==> src/rtl/spi_peripheral.sv <==
// SPI target: oversamples SCLK/CS_N/COPI in the i_clk domain and exchanges one byte per 8 SCLK
// sample edges. It presents a one-byte tx holding buffer and an rx valid pulse to user logic.
module spi_peripheral #(
  parameter int unsigned SYNC_STAGES = 2
) (
  input  logic       i_clk,
  input  logic       i_rst_n,
  input  logic [1:0] i_mode,
  input  logic [7:0] i_tx,
  input  logic       i_tx_valid,
  output logic       o_tx_ready,
  output logic [7:0] o_rx,
  output logic       o_rx_valid,
  output logic       o_underrun,
  output logic       o_busy,
  input  logic       i_sclk,
  input  logic       i_cs_n,
  input  logic       i_copi,
  output logic       o_cipo,
  output logic       o_cipo_oe
);

  typedef enum logic [0:0] {StIdle, StActive} state_e;

  state_e                 state_q;
  logic [SYNC_STAGES-1:0] sclk_sync_q;
  logic [SYNC_STAGES-1:0] cs_sync_q;
  logic [SYNC_STAGES-1:0] copi_sync_q;
  logic                   sclk_prev_q;
  logic                   cs_prev_q;
  logic                   cpol_q;
  logic                   cpha_q;
  logic [2:0]             bit_cnt_q;
  logic [7:0]             rx_shift_q;
  logic [7:0]             tx_shift_q;
  logic [7:0]             tx_buf_q;
  logic                   buf_full_q;

  logic sclk_s, cs_s, copi_s;
  logic sclk_rise, sclk_fall, cs_fall, cs_rise;
  logic lead_edge, trail_edge, sample_edge, shift_edge;
  logic load, tx_write;

  // Synchroniser chains plus one edge-detect stage; reset to an idle bus (CS_N high, SCLK low).
  always_ff @(posedge i_clk or negedge i_rst_n) begin
    if (!i_rst_n) begin
      sclk_sync_q <= '0;
      cs_sync_q   <= '1;
      copi_sync_q <= '0;
      sclk_prev_q <= 1'b0;
      cs_prev_q   <= 1'b1;
    end else begin
      sclk_sync_q <= {sclk_sync_q[SYNC_STAGES-2:0], i_sclk};
      cs_sync_q   <= {cs_sync_q[SYNC_STAGES-2:0], i_cs_n};
      copi_sync_q <= {copi_sync_q[SYNC_STAGES-2:0], i_copi};
      sclk_prev_q <= sclk_s;
      cs_prev_q   <= cs_s;
    end
  end

  assign sclk_s = sclk_sync_q[SYNC_STAGES-1];
  assign cs_s   = cs_sync_q[SYNC_STAGES-1];
  assign copi_s = copi_sync_q[SYNC_STAGES-1];

  assign sclk_rise = sclk_s & ~sclk_prev_q;
  assign sclk_fall = ~sclk_s & sclk_prev_q;
  assign cs_fall   = ~cs_s & cs_prev_q;
  assign cs_rise   = cs_s & ~cs_prev_q;

  // Mode decode uses the CPOL/CPHA latched at CS_N assertion.
  assign lead_edge   = cpol_q ? sclk_fall : sclk_rise;
  assign trail_edge  = cpol_q ? sclk_rise : sclk_fall;
  assign sample_edge = cpha_q ? trail_edge : lead_edge;
  assign shift_edge  = cpha_q ? lead_edge : trail_edge;

  assign tx_write   = i_tx_valid & ~buf_full_q;
  assign o_tx_ready = ~buf_full_q;
  assign o_cipo     = tx_shift_q[7];

  // Decide when the shift register takes a new byte; CS_N rise suppresses any coincident edge.
  always_comb begin
    load = 1'b0;
    if (state_q == StIdle) begin
      load = cs_fall & ~i_mode[0];
    end else begin
      load = ~cs_rise & shift_edge & (bit_cnt_q == 3'd0);
    end
  end

  // Holding buffer: a same-cycle write and load on an empty buffer leaves the new byte buffered.
  always_ff @(posedge i_clk or negedge i_rst_n) begin
    if (!i_rst_n) begin
      tx_buf_q   <= 8'h00;
      buf_full_q <= 1'b0;
    end else begin
      if (tx_write) tx_buf_q <= i_tx;
      buf_full_q <= tx_write | (buf_full_q & ~load);
    end
  end

  // Transfer FSM with registered status outputs.
  always_ff @(posedge i_clk or negedge i_rst_n) begin
    if (!i_rst_n) begin
      state_q    <= StIdle;
      cpol_q     <= 1'b0;
      cpha_q     <= 1'b0;
      bit_cnt_q  <= 3'd0;
      rx_shift_q <= 8'h00;
      tx_shift_q <= 8'h00;
      o_rx       <= 8'h00;
      o_rx_valid <= 1'b0;
      o_underrun <= 1'b0;
      o_busy     <= 1'b0;
      o_cipo_oe  <= 1'b0;
    end else begin
      o_rx_valid <= 1'b0;
      o_underrun <= load & ~buf_full_q;
      if (load) tx_shift_q <= buf_full_q ? tx_buf_q : 8'h00;
      unique case (state_q)
        StIdle: begin
          if (cs_fall) begin
            cpol_q    <= i_mode[1];
            cpha_q    <= i_mode[0];
            bit_cnt_q <= 3'd0;
            state_q   <= StActive;
            o_busy    <= 1'b1;
            o_cipo_oe <= 1'b1;
          end
        end
        StActive: begin
          if (cs_rise) begin
            // Abandon any partial byte; the loaded tx byte is dropped.
            state_q    <= StIdle;
            bit_cnt_q  <= 3'd0;
            o_busy     <= 1'b0;
            o_cipo_oe  <= 1'b0;
            tx_shift_q <= 8'h00;
          end else begin
            if (sample_edge) begin
              rx_shift_q <= {rx_shift_q[6:0], copi_s};
              bit_cnt_q  <= bit_cnt_q + 3'd1;
              if (bit_cnt_q == 3'd7) begin
                o_rx       <= {rx_shift_q[6:0], copi_s};
                o_rx_valid <= 1'b1;
              end
            end
            if (shift_edge && bit_cnt_q != 3'd0) tx_shift_q <= {tx_shift_q[6:0], 1'b0};
          end
        end
        default: state_q <= StIdle;
      endcase
    end
  end

endmodule

==> config.mk <==
export PLATFORM = sky130hd
export DESIGN_NAME = spi_peripheral
export DESIGN_NICKNAME = d
export VERILOG_FILES = /design/src/rtl/spi_peripheral.sv
export SDC_FILE = /design/constraint.sdc
export NUM_CORES = 1
export LEC_CHECK = 0
export ABC_AREA = 1
export CORE_UTILIZATION = 58
export DETAILED_ROUTE_END_ITERATION = 8
export HOLD_SLACK_MARGIN = 0.15
export PLACE_DENSITY = 0.8
export SLEW_MARGIN = 10
export SYNTH_ARGS = -nofsm -noshare
export SYNTH_HDL_FRONTEND = slang
export SYNTH_SLANG_ARGS = --single-unit
==> constraint.sdc <==
create_clock -name i_clk -period 3.5 [get_ports i_clk]
set_input_delay 0.875 -clock i_clk [delete_from_list [all_inputs] [get_ports i_clk]]
set_output_delay 0.875 -clock i_clk [all_outputs]
set_load 0.005 [all_outputs]
==> impl_metrics.csv, run 1 <==
group,metric,value,unit
synthesis,yosysTopAreaCell,"dfrtp_1",
clock_network,root_buffer,"clkbuf_8",
synthesis,syn_avg_cell_area,9.75,um2
finish,fill_cells,271,
hold_path,hold_path.startpoint,"sclk_sync_q[0]",
floorplan,io_pins,30,
worst_setup_path,rrSetupSlack,1.94,ns
timing,finalSetupViolations,0,
worst_setup_path,startpoint_type,"flip-flop",
hold_path,holdPathEnd,"sclk_sync_q[1]",
floorplan,start_util,63.0,%
synthesis,ys_seq_area_share,56.3,%
run,maxCapViolCount,0,
floorplan,rows,21,
worst_setup_path,critical_path_class,"flip-flop to output port",
worst_setup_path,crit_path_max_fanout,10,
finish,antennaDiodeCount,0,
placed_design,hpwl,2.43,mm
timing,skew,0.00299,ns
worst_setup_path,reg2reg_depth,7,
placed_design,io_buffers,29,
worst_setup_path,crit_start,"buf_full_q",
timing,setup_ws,1.18,ns
synthesis,synthArstFlopShare,100,%
placed_design,place.gp.congestion,0.788,
floorplan,coreArea,0.00347,mm2
clock_network,post-cts-setup-buffers,0,
timing,fmax,0.430,GHz
global_route,grt_antenna_before_repair,0,
synthesis,synth_edf_count,0,
detailed_routing,routedWlPerCell,11.5,um
synthesis,ys_ff_latch,49,
detailed_routing,firstDrtPassIters,4,
finish,seq_area,0.00123,mm2
timing,fin_crit,2.32,ns
synthesis,synth_cell_types,26,
worst_setup_path,cp_data_required_time,2.62,ns
hold_path,holdPathStages,0,
detailed_routing,dr.first_iter.drc_count,102,
global_route,grt_pass1_vias,1446,
synthesis,synth_cells,224,
detailed_routing,via_per_inst,4.97,
global_route,grt-ovfl-total,0,
synthesis,synthesis.area,0.00218,mm2
global_route,track_usage,20.8,%
synthesis,synth_common_cells,"86 x nand2_1, 46 x dfrtp_1, 17 x inv_1",
detailed_routing,finalWirelength,3.48,mm
timing,hold_violations,0,
synthesis,ys_dominant_reg_cell,"dfrtp_1",
finish,drive_above_1_share,19.4,%
worst_setup_path,r2r_end,"tx_shift_q[2]",
worst_setup_path,cp_slowest_cell,"clkdlybuf4s50_1",
clock_network,hold_buffers,0,
clock_network,cts_tree,"done",
synthesis,netlist.area_leader.share,52.7,%
placed_design,place_ws,1.52,ns
worst_setup_path,cp-end-kind,"output port",
power_and_ir_drop,ir_drop,506,uV
worst_setup_path,critical_path_arrival,1.45,ns
power_and_ir_drop,finalPower,0.00164,W
power_and_ir_drop,clkPwrFrac,21.1,%
timing,worst_pin_slew,1.03,ns
power_and_ir_drop,p_leak,1.34,nW
worst_setup_path,path_cells,"inv_1 > clkdlybuf4s50_1",
timing,finalSetupTns,0,ns
power_and_ir_drop,p_sw,0.000554,W
finish,layout.nets,276,
detailed_routing,drcViolationCount,0,
detailed_routing,ant_nets,0,
timing,slew_headroom,31.6,%
run_status,status,"complete, no violations",
timing,rsz0062_at_grt,"false",
power_and_ir_drop,combPwrFrac,27.8,%
clock_network,ctsResizeCount,0,
power_and_ir_drop,netSwitchingFraction,33.8,%
clock_network,clk_latency,0.31,ns
worst_setup_path,r2r-start,"state_q",
global_route,grt_first_pass_wirelength,6.39,mm
finish,multi_input_area,838,um2
synthesis,synth_nets,243,
synthesis,yosys-top-cells-area,"dfrtp_1 53%, nand2_1 15%, nand3_2 4.1%",
synthesis,synth_most_common_cell,"nand2_1",
synthesis,yosysWarnings,0,
clock_network,cts.htree.levels,2,
floorplan,dieWidth,63.4,um
floorplan,die_y,63.4,um
hold_path,hold_path.class,"flip-flop to flip-flop",
floorplan,die_area,0.00402,mm2
worst_setup_path,critPathMaxStageDelay,0.51,ns
clock_network,numCtsBuffers,5,
timing,slew_violations,0,
finish,syn_to_final_growth,18.9,%
clock_network,path_clk_slew,0.09,ns
clock_network,clock-sinks,49,
detailed_routing,vias,1510,
power_and_ir_drop,intPower,0.00109,W
global_route,grt_max_degree,50,
power_and_ir_drop,pwr_density_cell,632,mW/mm2
power_and_ir_drop,pwr-share-seq,51.1,%
timing,timing.final.crit_share,66.4,%
clock_network,cts_buffer_depth,2,
how the worst max path moves through the flow:
stage / slack (ns) / to
floorplan: 2.03 / tx_buf_q[0]
global placement: 1.53 / o_tx_ready
detailed placement: 1.52 / o_tx_ready
CTS: 1.17 / o_tx_ready
global route: 1.12 / o_tx_ready
finish: 1.18 / o_tx_ready
critical path, delay by kind of cell, from the launching register on:
kind | cells | cell delay (ns)
DFF | 1 | 0.48
buffers and inverters | 2 | 0.66
layout by cell type, fill, tap and decap left out, drive strengths merged:
master          n
a21oi           1
buf             1
clkbuf          5
clkdlybuf4s50  28
clkinvlp        1
dfrtp          46
dfstp           3
ha              3
inv            26
mux2            8
nand2          93
nand3          27
nand4           2
nor2            7
o21a            1
o21ai           5
or2             1
cell families (layout without fill, tap and decap cells):
group | after synthesis | after routing | share of synthesized area (%)
multiplexers | 8 | 8 | 4.12
AO/OA/AOI/OAI | 7 | 7 | 1.72
adder cells (fa/ha/maj) | 3 | 3 | 1.72
AND/OR/NAND/NOR | 130 | 130 | 30.8
buffers and inverters | 27 | 61 | 5.33
flip-flops | 49 | 49 | 56.3
final cells by class:
type,count,share of cell area (%)
clock inverter,3,0.963
inverter,24,3.56
multi-input combinational,148,32.3
timing repair buffer,29,11.0
clock buffer,5,2.65
tap,46,2.22
sequential,49,47.4
sequential cells by signal, summed over array words and instances (netlist names), 2 cells and up:
register / flops
cs_sync_q: 2
bit_cnt_q: 3
o_rx: 8
copi_sync_q: 2
tx_shift_q: 8
tx_buf_q: 8
sclk_sync_q: 2
rx_shift_q: 7
per-stage QoR:
| stage | std cells | util (%) | hold WS, ns | cell area (um2) |
|---|---|---|---|---|
| CTS | 304 | 74.9 | 0.360 | 2600 |
| global route | 304 | 74.9 | 0.372 | 2600 |
| global placement | 296 | 72.2 | 0.334 | 2500 |
| floorplan | 224 | - | 0.331 | 2180 |
| finish | 304 | 74.9 | 0.358 | 2600 |
| detailed placement | 296 | 72.2 | 0.337 | 2500 |
power groups by stage:
| stage | Sequential (W) | Clock (W) | Combinational [W] |
|---|---|---|---|
| 6_report | 0.000838 | 0.000346 | 0.000457 |
| 5_1_grt | 0.000860 | 0.000373 | 0.000523 |
| 4_1_cts | 0.000836 | 0.000351 | 0.000463 |
| 3_5_place_dp | 0.000846 | 0 | 0.000461 |
| 3_3_place_gp | 0.000844 | 0 | 0.000443 |
| 2_1_floorplan | 0.000806 | 0 | 0.000366 |
per-layer routing:
| layer | GRT usage (%) | routed length, um | vias to the layer above |
|---|---|---|---|
| li1 | - | - | 766 |
| met1 | 27.8 | 1740 | 702 |
| met2 | 32.7 | 1540 | 34 |
| met3 | 4.89 | 127 | 8 |
| met4 | 8.52 | 71 | 0 |
| met5 | 0 | 0 | - |
Note: power is estimated with default switching activity, not from simulation.
==> inputs of run 2 (changes only) <==
Settings changed: CORE_UTILIZATION 58 to 48, PLACE_DENSITY 0.8 to 0.7.
Clock period 3.5 ns to 1.9 ns, I/O delays scaled along.
==> impl_metrics.csv, run 2 (same netlist as run 1, synthesis figures left out) <==
group,metric,value,unit
run_status,status,"complete, no violations",
timing,setup_ws,0.0564,ns
finish,drive_above_1_share,20.6,%
timing,slew_headroom,67.9,%
power_and_ir_drop,finalPower,0.00318,W
timing,hold_violations,0,
power_and_ir_drop,combPwrFrac,27.7,%
detailed_routing,drcViolationCount,0,
finish,layout.nets,280,
worst_setup_path,cp_data_required_time,1.42,ns
global_route,grt_pass1_vias,1377,
clock_network,cts.htree.levels,2,
clock_network,root_buffer,"clkbuf_8",
floorplan,coreArea,0.00435,mm2
power_and_ir_drop,p_sw,0.000987,W
power_and_ir_drop,p_leak,1.37,nW
clock_network,path_clk_slew,0.08,ns
finish,top_regs,"o_rx (8), tx_buf_q (8), tx_shift_q (8)",
placed_design,io_buffers,29,
floorplan,start_util,50.2,%
power_and_ir_drop,netSwitchingFraction,31.0,%
timing,slew_violations,0,
detailed_routing,routedWlPerCell,11.3,um
placed_design,hpwl,2.49,mm
clock_network,numCtsBuffers,5,
floorplan,die_area,0.00482,mm2
power_and_ir_drop,pwr_density_cell,1190,mW/mm2
timing,timing.final.crit_share,97.0,%
placed_design,place.gp.congestion,0.755,
worst_setup_path,startpoint_type,"flip-flop",
global_route,grt_antenna_before_repair,0,
worst_setup_path,cp-end-kind,"output port",
timing,finalSetupTns,0,ns
power_and_ir_drop,ir_drop,691,uV
clock_network,clock-sinks,49,
global_route,grt_first_pass_wirelength,6.27,mm
worst_setup_path,critical_path_arrival,1.37,ns
power_and_ir_drop,clkPwrFrac,24.1,%
timing,finalSetupViolations,0,
run,maxCapViolCount,0,
finish,fill_cells,359,
floorplan,die_y,69.5,um
power_and_ir_drop,pwr-share-seq,48.3,%
timing,fmax,0.542,GHz
detailed_routing,ant_nets,0,
clock_network,cts_tree,"done",
power_and_ir_drop,intPower,0.00220,W
timing,fin_crit,1.84,ns
global_route,track_usage,16.6,%
timing,worst_pin_slew,0.482,ns
global_route,grt-ovfl-total,0,
floorplan,io_pins,30,
detailed_routing,finalWirelength,3.55,mm
timing,rsz0062_at_grt,"false",
finish,mostFrequentLayoutCells,"86 x nand2_1, 45 x dfrtp_1, 28 x clkdlybuf4s50_1, 17 x inv_1, 16 x nand3_1",
floorplan,rows,24,
global_route,grt_max_degree,34,
worst_setup_path,critical_path_class,"flip-flop to output port",
detailed_routing,vias,1500,
detailed_routing,dr.first_iter.drc_count,71,
finish,final_util,61.5,%
clock_network,clk_latency,0.30,ns
detailed_routing,via_per_inst,4.78,
finish,syn_to_final_growth,22.6,%
placed_design,place_ws,0.323,ns
detailed_routing,firstDrtPassIters,4,
hold_path,hold_path.class,"flip-flop to flip-flop",
finish,final_common_cell,"nand2_1",
finish,antennaDiodeCount,0,
timing,skew,0.00541,ns
worst_setup_path,crit_path_max_fanout,7,
floorplan,dieWidth,69.5,um
clock_network,cts_buffer_depth,2,
run 2: cell types whose count changed in the layout (fill, tap and decap cells not counted), sizes merged:
| cell | previous run | this run |
|---|---|---|
| inv | 26 | 24 |
| dlygate4sd3 | 0 | 1 |
| buf | 1 | 4 |
| clkbuf | 5 | 6 |
| bufinv | 0 | 1 |
run 2: worst max-delay path: stages (launching register included):
cell and delay, ns:
dfrtp_2 0.45, inv_1 0.11, clkdlybuf4s50_1 0.51
run 2: final timing paths:
kind / startpoint / end / slack [ns] / cells after the start
worst max-delay path: buf_full_q / o_tx_ready / 0.06 / 2
worst min-delay path: sclk_sync_q[0] / sclk_sync_q[1] / 0.36 / 0
worst max register to register: state_q / tx_shift_q[7] / 0.38 / 7
worst min register to register: sclk_sync_q[0] / sclk_sync_q[1] / 0.36 / 0
max in group asynchronous: i_rst_n / cs_sync_q[0] / 0.68 / 3
min in group asynchronous: i_rst_n / o_cipo_oe / 0.64 / 2
run 2: per-stage QoR:
stage	cells	cell area [um2]	hold WS, ns
floorplan	224	2180	0.179
global placement	303	2530	0.333
detailed placement	303	2530	0.347
CTS	312	2660	0.360
global route	314	2680	0.363
finish	314	2680	0.359
run 2: metal layers:
metal / GRT usage [%] / part of all wire [%] / vias to the layer above
met5: 0 / 0 / -
met4: 8.16 / 1.9 / 0
met3: 3.05 / 3.2 / 7
met2: 24.1 / 44 / 25
met1: 24.1 / 51 / 692
li1: - / - / 776
run 2: timing repair:
action | 4_1_cts | 5_1_grt
setup buffers | 0 | 2
endpoints found under the setup margin | 1 | 1
hold endpoints to repair | 16 | 0
gates resized for setup | 1 | 0
hold buffers | 1 | 0
run 2: power groups by stage:
stage	sequential [W]	clock (W)	combinational, W
6_report	0.00154	0.000766	0.000881
5_1_grt	0.00157	0.000826	0.00102
4_1_cts	0.00154	0.000794	0.000859
3_5_place_dp	0.00156	0	0.000856
3_3_place_gp	0.00156	0	0.000832
2_1_floorplan	0.00149	0	0.000675
run 2: cell type report:
class | count | area [um2] | share of cell area, %
well taps | 52 | 65.1 | 2.43
clock inverters | 2 | 37.5 | 1.40
flip-flops and latches | 49 | 1230 | 46.0
clock buffers | 6 | 82.6 | 3.08
repair buffers | 33 | 330 | 12.3
multi-input cells | 148 | 838 | 31.3
inverters | 24 | 92.6 | 3.46
==> inputs of run 3 (changes only) <==
Settings changed: CORE_MARGIN set to 3.
==> impl_metrics.csv, run 3 (same netlist as run 1, synthesis figures left out) <==
group,metric,value,unit
finish,seq_area,0.00123,mm2
floorplan,die_area,0.00540,mm2
clock_network,clock-sinks,49,
clock_network,path_clk_slew,0.09,ns
hold_path,hold_path.startpoint,"sclk_sync_q[0]",
power_and_ir_drop,intPower,0.00202,W
worst_setup_path,rrSetupSlack,0.41,ns
placed_design,place.gp.congestion,0.775,
floorplan,io_pins,30,
timing,slew_violations,0,
clock_network,root_buffer,"clkbuf_8",
finish,final_common_cell,"nand2_1",
clock_network,clk_latency,0.30,ns
detailed_routing,finalWirelength,3.57,mm
finish,top_regs,"o_rx (8), tx_buf_q (8), tx_shift_q (8)",
timing,worst_pin_slew,0.479,ns
timing,fmax,0.547,GHz
detailed_routing,vias,1501,
global_route,grt_antenna_before_repair,0,
timing,fin_crit,1.83,ns
hold_path,holdPathEnd,"sclk_sync_q[1]",
floorplan,coreArea,0.00420,mm2
power_and_ir_drop,pwr_density_cell,1140,mW/mm2
worst_setup_path,critPathMaxStageDelay,0.51,ns
worst_setup_path,reg2reg_depth,8,
worst_setup_path,path_cells,"inv_1 > clkdlybuf4s50_1",
worst_setup_path,r2r_end,"tx_shift_q[7]",
worst_setup_path,cp_slowest_cell,"clkdlybuf4s50_1",
worst_setup_path,crit_family,"buffers and inverters",
finish,antennaDiodeCount,0,
placed_design,hpwl,2.58,mm
timing,slew_headroom,68.1,%
global_route,grt-ovfl-total,0,
global_route,track_usage,15.6,%
global_route,grt_pass1_vias,1446,
placed_design,place_ws,0.333,ns
run_status,status,"complete, no violations",
global_route,grt_use_met2,21.8,%
hold_path,hold_path.class,"flip-flop to flip-flop",
clock_network,cts_buffer_depth,2,
detailed_routing,via_per_inst,4.80,
finish,multi_input_area,838,um2
detailed_routing,firstDrtPassIters,4,
timing,skew,0.00807,ns
finish,post-route-cell-area,0.00266,mm2
global_route,grt_first_pass_wirelength,6.43,mm
global_route,grt_util_met3,3.56,%
clock_network,cts.htree.levels,2,
worst_setup_path,r2r-start,"cs_prev_q",
floorplan,rows,23,
detailed_routing,ant_nets,0,
power_and_ir_drop,clkPwrFrac,20.7,%
finish,fill_cells,352,
finish,mostFrequentLayoutCells,"86 x nand2_1, 45 x dfrtp_1, 28 x clkdlybuf4s50_1, 17 x inv_1, 16 x nand3_1",
global_route,grt_max_degree,22,
power_and_ir_drop,pwr-share-seq,50.5,%
detailed_routing,dr.first_iter.drc_count,56,
worst_setup_path,critical_path_class,"flip-flop to output port",
power_and_ir_drop,p_leak,1.37,nW
detailed_routing,routedWlPerCell,11.4,um
finish,syn_to_final_growth,21.6,%
hold_path,holdPathStages,0,
power_and_ir_drop,ir_drop,704,uV
power_and_ir_drop,p_sw,0.00101,W
timing,setup_ws,0.0733,ns
worst_setup_path,cp-end-kind,"output port",
placed_design,place_area,0.00254,mm2
worst_setup_path,startpoint_type,"flip-flop",
worst_setup_path,cp_data_required_time,1.42,ns
timing,rsz0062_at_grt,"false",
timing,hold_violations,0,
timing,finalSetupViolations,0,
power_and_ir_drop,combPwrFrac,28.8,%
clock_network,cts_tree,"done",
worst_setup_path,crit_path_max_fanout,5,
global_route,grt_most_used_layer,"met1",
worst_setup_path,critical_path_arrival,1.35,ns
power_and_ir_drop,netSwitchingFraction,33.2,%
timing,timing.final.crit_share,96.1,%
run,maxCapViolCount,0,
worst_setup_path,path_buf_inv,2,
timing,finalSetupTns,0,ns
floorplan,dieWidth,73.5,um
finish,layout.nets,281,
detailed_routing,drcViolationCount,0,
placed_design,io_buffers,29,
floorplan,start_util,52.0,%
clock_network,numCtsBuffers,5,
floorplan,die_y,73.5,um
finish,drive_above_1_share,20.9,%
global_route,met1_usage,22.6,%
run 3: worst max-delay path by stage:
stage,from,endpoint,slack (ns),cells after the start
2_1_floorplan,cs_prev_q,tx_shift_q[1],0.53,8
3_3_place_gp,buf_full_q,o_tx_ready,0.33,2
3_5_place_dp,buf_full_q,o_tx_ready,0.33,2
4_1_cts,buf_full_q,o_tx_ready,0.01,2
5_1_grt,buf_full_q,o_tx_ready,0.01,2
6_report,buf_full_q,o_tx_ready,0.07,2
run 3: per-stage QoR:
| stage | util, % | power, W | cells | hold WS (ns) |
|---|---|---|---|---|
| after floorplan | - | 0.00216 | 224 | 0.179 |
| after global placement | 60.5 | 0.00239 | 303 | 0.335 |
| after detailed placement | 60.5 | 0.00241 | 303 | 0.336 |
| after CTS | 63.0 | 0.00305 | 312 | 0.357 |
| after global routing | 63.2 | 0.00327 | 313 | 0.361 |
| final | 63.2 | 0.00303 | 313 | 0.356 |
run 3: cell type report:
cell class              count  area share (%)
repair buffers             34            12.7
clock buffers               5            2.59
clock inverters             3           0.942
flip-flops and latches     49            46.3
well taps                  50            2.36
multi-input cells         148            31.6
inverters                  24            3.49
run 3: power by group through the flow:
stage	Sequential (W)	Clock, W	Combinational (W)
detailed placement	0.00156	0	0.000855
CTS	0.00154	0.000656	0.000858
finish	0.00153	0.000628	0.000874
floorplan	0.00149	0	0.000675
global route	0.00157	0.000684	0.00101
global placement	0.00155	0	0.000839
run 3: worst register-to-register path, delay by kind of cell, from the launching register on:
| kind | cells | cell delay, ns |
|---|---|---|
| buffers and inverters | 1 | 0.04 |
| flip-flops | 1 | 0.54 |
| AND/OR/NAND/NOR | 7 | 0.80 |
run 3: per-layer routing:
metal	vias up	wire, um
met2	29	1560
li1	776	-
met3	5	150
met1	691	1800
met4	0	65
met5	-	0
run 3: what timing repair did:
item                       4_1_cts  5_1_grt
hold endpoints to repair        16        0
setup endpoints to repair        1        1
gates resized for setup          1        0
cloned                           0        0
hold buffers                     1        0
buffers inserted                 0        1
